File: config.mk
export PLATFORM = sky130hd
export DESIGN_NAME = mem_port_arbiter
export DESIGN_NICKNAME = d
export VERILOG_FILES = /design/src/rtl/cotm32_pkg.sv /design/src/rtl/arb_resp_pipe.sv /design/src/rtl/mem_port_arbiter.sv
export SDC_FILE = /design/constraint.sdc
export NUM_CORES = 1
export LEC_CHECK = 0
export ABC_CLOCK_PERIOD_IN_PS = 3300
export CAP_MARGIN = 40
export CORE_AREA = 2 2 108 110
export DETAILED_ROUTE_END_ITERATION = 16
export DIE_AREA = 0 0 110 112
export DONT_BUFFER_PORTS = 1
export HOLD_SLACK_MARGIN = 0.12
export SYNTH_ARGS = -nofsm -noshare
export SYNTH_HDL_FRONTEND = slang
export SYNTH_SLANG_ARGS = --single-unit
File: constraint.sdc
create_clock -name i_clk -period 3.3 [get_ports i_clk]
set_input_delay 0.66 -clock i_clk [delete_from_list [all_inputs] [get_ports i_clk]]
set_output_delay 0.66 -clock i_clk [all_outputs]
set_load 0.02 [all_outputs]
File: src/rtl/cotm32_pkg.sv
// Shared types and constants for the cotm32 memory-port arbiter.
package cotm32_pkg;

  localparam int XLEN             = 32;
  localparam int ARB_LAT_MAX      = 4;
  localparam int ARB_STARVE_LIMIT = 4;

  typedef enum logic {
    ARB_OWNER_IF = 1'b0,
    ARB_OWNER_LS = 1'b1
  } arb_owner_t;

  typedef struct packed {
    logic       valid;
    arb_owner_t owner;
    logic       is_write;
  } arb_slot_t;

endpackage

File: src/rtl/arb_resp_pipe.sv
// LAT-deep response tracker: one slot per granted request, retired in grant
// order when the memory returns its data. A flush invalidates IF-owned slots.
module arb_resp_pipe
  import cotm32_pkg::*;
#(
  parameter int LAT = 1
) (
  input  logic i_clk,
  input  logic i_rst_n,
  input  logic i_flush,
  input  logic i_load_valid,
  input  logic i_load_ls,
  input  logic i_load_we,
  output logic o_if_ret,
  output logic o_ls_ret,
  output logic o_ls_ret_we
);

  arb_slot_t r_slot [LAT];
  arb_slot_t w_load;
  arb_slot_t w_ret;

  // Drop IF-owned entries while a flush is active; LS entries pass untouched.
  function automatic arb_slot_t flush_mask(input arb_slot_t s, input logic f);
    arb_slot_t m;
    m = s;
    if (f && (s.owner == ARB_OWNER_IF)) m.valid = 1'b0;
    return m;
  endfunction

  // Build the slot describing this cycle's grant.
  always_comb begin
    w_load          = '0;
    w_load.valid    = i_load_valid;
    w_load.owner    = i_load_ls ? ARB_OWNER_LS : ARB_OWNER_IF;
    w_load.is_write = i_load_we;
  end

  // Shift slots toward retirement; reset discards everything in flight.
  always_ff @(posedge i_clk or negedge i_rst_n) begin
    if (!i_rst_n) begin
      for (int i = 0; i < LAT; i++) r_slot[i] <= '0;
    end else begin
      r_slot[0] <= flush_mask(w_load, i_flush);
      for (int i = 1; i < LAT; i++) r_slot[i] <= flush_mask(r_slot[i-1], i_flush);
    end
  end

  assign w_ret       = r_slot[LAT-1];
  // A flush in the retiring cycle must suppress the IF response immediately.
  assign o_if_ret    = w_ret.valid && (w_ret.owner == ARB_OWNER_IF) && !i_flush;
  assign o_ls_ret    = w_ret.valid && (w_ret.owner == ARB_OWNER_LS);
  assign o_ls_ret_we = w_ret.is_write;

endmodule

File: src/rtl/mem_port_arbiter.sv
// Shares one pipelined single-port memory between instruction fetch (IF) and
// load-store (LS). LS wins by default; a starvation counter forces IF through
// after STARVE_LIMIT consecutive denials. Responses are routed by slot owner.
module mem_port_arbiter #(
  parameter int XLEN         = cotm32_pkg::XLEN,
  parameter int LAT          = 1,
  parameter int STARVE_LIMIT = cotm32_pkg::ARB_STARVE_LIMIT
) (
  input  logic              i_clk,
  input  logic              i_rst_n,
  input  logic              i_flush,
  input  logic              i_if_req,
  input  logic [XLEN-1:0]   i_if_addr,
  output logic              o_if_gnt,
  output logic              o_if_rvalid,
  output logic [XLEN-1:0]   o_if_rdata,
  input  logic              i_ls_req,
  input  logic              i_ls_we,
  input  logic [XLEN-1:0]   i_ls_addr,
  input  logic [XLEN-1:0]   i_ls_wdata,
  input  logic [XLEN/8-1:0] i_ls_wstrb,
  output logic              o_ls_gnt,
  output logic              o_ls_rvalid,
  output logic [XLEN-1:0]   o_ls_rdata,
  output logic              o_mem_req,
  output logic              o_mem_we,
  output logic [XLEN-1:0]   o_mem_addr,
  output logic [XLEN-1:0]   o_mem_wdata,
  output logic [XLEN/8-1:0] o_mem_wstrb,
  input  logic [XLEN-1:0]   i_mem_rdata
);

  logic [3:0] r_starve_cnt;
  logic       w_starve_full;
  logic       w_force_if;
  logic       w_if_gnt;
  logic       w_ls_gnt;
  logic       w_mem_req;
  logic       w_if_ret;
  logic       w_ls_ret;
  logic       w_ls_ret_we;

  assign w_starve_full = (r_starve_cnt == 4'(STARVE_LIMIT));
  assign w_force_if    = w_starve_full && i_if_req;
  assign w_ls_gnt      = i_ls_req && !w_force_if;
  assign w_if_gnt      = i_if_req && (!i_ls_req || w_force_if);
  assign w_mem_req     = w_if_gnt || w_ls_gnt;

  assign o_if_gnt = w_if_gnt;
  assign o_ls_gnt = w_ls_gnt;

  // Route the granted requester onto the memory port; idle drives all zeros.
  always_comb begin
    o_mem_req   = w_mem_req;
    o_mem_we    = 1'b0;
    o_mem_addr  = '0;
    o_mem_wdata = '0;
    o_mem_wstrb = '0;
    if (w_ls_gnt) begin
      o_mem_we    = i_ls_we;
      o_mem_addr  = i_ls_addr;
      o_mem_wdata = i_ls_wdata;
      o_mem_wstrb = i_ls_wstrb;
    end else if (w_if_gnt) begin
      o_mem_addr  = i_if_addr;
    end
  end

  // Count consecutive denied IF cycles, saturating at the limit.
  always_ff @(posedge i_clk or negedge i_rst_n) begin
    if (!i_rst_n) begin
      r_starve_cnt <= '0;
    end else if (i_flush || !i_if_req || w_if_gnt) begin
      r_starve_cnt <= '0;
    end else if (!w_starve_full) begin
      r_starve_cnt <= r_starve_cnt + 4'd1;
    end
  end

  arb_resp_pipe #(
    .LAT (LAT)
  ) u_resp_pipe (
    .i_clk        (i_clk),
    .i_rst_n      (i_rst_n),
    .i_flush      (i_flush),
    .i_load_valid (w_mem_req),
    .i_load_ls    (w_ls_gnt),
    .i_load_we    (w_ls_gnt && i_ls_we),
    .o_if_ret     (w_if_ret),
    .o_ls_ret     (w_ls_ret),
    .o_ls_ret_we  (w_ls_ret_we)
  );

  assign o_if_rvalid = w_if_ret;
  assign o_if_rdata  = w_if_ret ? i_mem_rdata : '0;
  assign o_ls_rvalid = w_ls_ret;
  assign o_ls_rdata  = (w_ls_ret && !w_ls_ret_we) ? i_mem_rdata : '0;

endmodule
==> qor.csv <==
stage,metric,value,unit
outcome,status,finished clean,
min_path,hold depth,1,
run,Max Cap Viol,0,
global_routing,initial antenna violation count,5,
clock_tree,CTS Sinks,7,
setup_path,reg2reg end,u_resp_pipe.o_ls_ret_we,
setup_path,RR Startpoint,r_starve_cnt[0],
global_routing,GRT overflow,0,
final_layout,Synth-to-Final Area Change,22.3,%
sta,Final Hold Viols,0,
clock_tree,hold-fix buffers at CTS,0,
floorplanning,I/O pin count,276,
route,DRC Markers,0,
synthesis,synth unique cells,22,
final_layout,Final #Nets,393,
setup_path,FF-to-FF path depth,8,
route,wire per inst,18.1,µm
route,Vias,1615,
placed_design,Post-DP Area,1860,µm²
global_routing,Total GRT Usage,10.3,%
synthesis,Yosys reg bits,7,
floorplanning,row cnt,39,
min_path,class of the worst hold path,register to register,
clock_tree,clk slew on worst S/H paths,40,ps
sta,RSZ-0062 raised after global routing,false,
setup_path,Worst Path Required,2640,ps
final_layout,final-layout fill cell count,1256,
clock_tree,CTS tree,yes,
final_layout,layout cells sized above 1,11.1,%
route,Final ANT Viol Nets,0,
synthesis,register area share after synthesis,10.9,%
pwr,pwr/cell area,292,nW/µm²
clock_tree,Clock Path Buffers,2,
synthesis,synthesized instance count,244,
placed_design,pre-CTS setup slack,695,ps
min_path,hold path startpoint,r_starve_cnt[0],
pwr,Leak Pwr,0.00101,µW
floorplanning,DIE WIDTH,110,µm
final_layout,Final Util,17.5,%
clock_tree,Skew-Pair Late Insertion Delay,230,ps
clock_tree,CTS H-tree lvls,1,
sta,setup violators final,0,
floorplanning,core box area,11200,µm²
sta,Setup WS post-layout,451,ps
route,1st-iter DRT viols,64,
global_routing,first-pass GRT wire length,9.27,mm
pwr,Tot Pwr,571,µW
synthesis,"Avg Cell Area, Syn",6.56,µm²
route,via/cell ratio,4.06,
sta,clk_skew,0.428,ps
synthesis,Syn. warnings,0,
route,final wirelength,7.22,mm
sta,setup_tns,0,ps
placed_design,gp weighted congestion,0.767,
pwr,peak supply drop,0.107,mV
sta,Max Slew Vio Count,0,
sta,final worst-path cycle share,86.3,%
setup_path,reg2reg setup slack,1230,ps
synthesis,Syn Std Cell Area,1600,µm²
clock_tree,CTS resizes,0,
floorplanning,Initial Util,14.3,%
floorplanning,die area,12300,µm²
placed_design,Port Buffer Count,0,
setup_path,Crit. End Element,primary output,
route,First-pass DRT Iterations,4,
min_path,hold endpoint,r_starve_cnt[0],
sta,crit path time final,2850,ps
setup_path,startpoint types,register,
synthesis,syn_nets,384,
placed_design,hpwl dp,6.54,mm
global_routing,largest net degree at the start of global routing,41,
setup_path,arrival time at the worst endpoint,2190,ps
global_routing,number of global-route vias before repair,1560,
sta,Max transition margin,64.2,%
sta,Max Fclk,351,MHz
clock_tree,Root Buffer,clkbuf_16,
final_layout,final instance area,1960,µm²
setup_path,worst setup path class,register to primary output,
floorplanning,die height,112,µm
setup_path,worst-path fanout max,26,
clock_tree,Num CTS Buffers,3,
clock_tree,Post-CTS Setup Inserts,0,
sta,Worst-Margin Slew,523,ps
[report_power, final]
group	total [µW]	internal (µW)	switching, µW
clock	204	161	43.8
sequential	90.5	89.0	1.49
combinational	276	80.1	196
total	571	330	242
[cells by family (layout without fill, tap and decap cells)]
| logic type | count (synthesis) | in the layout | share of synthesized area (%) |
|---|---|---|---|
| AO/OA/AOI/OAI | 2 | 2 | 1.33 |
| XOR/XNOR | 2 | 2 | 1.09 |
| adder cells (fa/ha/maj) | 2 | 2 | 1.56 |
| buffers and inverters | 54 | 62 | 14.0 |
| flip-flops | 7 | 7 | 10.9 |
| multiplexers | 32 | 32 | 20.0 |
| other | 0 | 3 | 0 |
| AND/OR/NAND/NOR | 145 | 145 | 51.1 |
[worst max path at each step]
stage	startpoint	to	slack [ps]
3_3_place_gp	r_starve_cnt[0]	o_mem_addr[2]	840
2_1_floorplan	i_if_req	o_mem_addr[0]	850
4_1_cts	r_starve_cnt[0]	o_mem_addr[20]	440
6_report	r_starve_cnt[0]	o_mem_addr[20]	450
5_1_grt	r_starve_cnt[0]	o_mem_addr[20]	310
3_5_place_dp	r_starve_cnt[0]	o_mem_addr[20]	700
[cell type report]
cell class                      count  area (µm²)  area share [%]
Tap cell                          143         179            9.13
Multi-Input combinational cell    183        1210            61.6
Timing Repair Buffer               21         173            8.81
Sequential cell                     7         175            8.94
Inverter                           37         139            7.09
Clock buffer                        4        78.8            4.02
Antenna cell                        3        7.51           0.383
[cells in the mapped netlist]
master	number	area (µm²)
inv_2	2	7.51
inv_1	35	131
o21ai_0	1	5.00
xnor2_1	1	8.76
buf_4	3	22.5
dfrtp_1	7	175
or2_2	1	6.26
nand3b_1	1	7.51
nand3_1	1	5.00
nor3b_1	1	7.51
buf_2	2	10.0
xor2_1	1	8.76
and2_1	102	638
mux2i_1	32	320
clkbuf_1	11	41.3
nor2_1	5	18.8
o21ai_4	1	16.3
nor2b_1	1	6.26
ha_1	2	25.0
nand2_1	32	120
buf_6	1	11.3
nand4b_1	1	8.76
[metal layers]
layer / vias to the layer above / global-route usage (%) / share of wire, %
li1: 739 / - / -
met1: 696 / 10.0 / 34
met2: 172 / 20.9 / 54
met4: 4 / 1.01 / 0.028
met5: - / 0 / 0.32
met3: 4 / 3.63 / 11
[state kept, by name, indices dropped and copies added (netlist names)]
register and count:
r_starve_cnt 4, u_resp_pipe.o_ls_ret_we 1, u_resp_pipe.r_slot 2
[cell usage in the layout (no fill, tap or decap)]
cell type,instances
nand3_1,1
nand3b_1,1
clkbuf_1,1
diode_2,3
or2_2,1
ha_1,2
o21ai_0,1
nor2_1,5
inv_2,2
clkbuf_16,3
dlygate4sd3_1,1
xor2_1,1
buf_12,1
mux2i_1,32
o21ai_4,1
nor3b_2,1
buf_4,19
nand2_1,32
dfrtp_1,7
nor2b_1,1
nand4b_1,1
xnor2_1,1
and2_1,102
inv_1,35
[worst max-delay path, stage by stage, from the launching register on]
cell and delay (ps):
dfrtp_1 410, inv_1 90, ha_1 160, nand3b_1 160
o21ai_4 380, buf_12 260, mux2i_1 480
[metrics by stage]
step,std cells,hold slack (ps)
after floorplan,244,364
after global placement,390,365
after detailed placement,390,365
after CTS,394,122
after global routing,397,550
final,398,525
(Power assumes the default switching activity.)
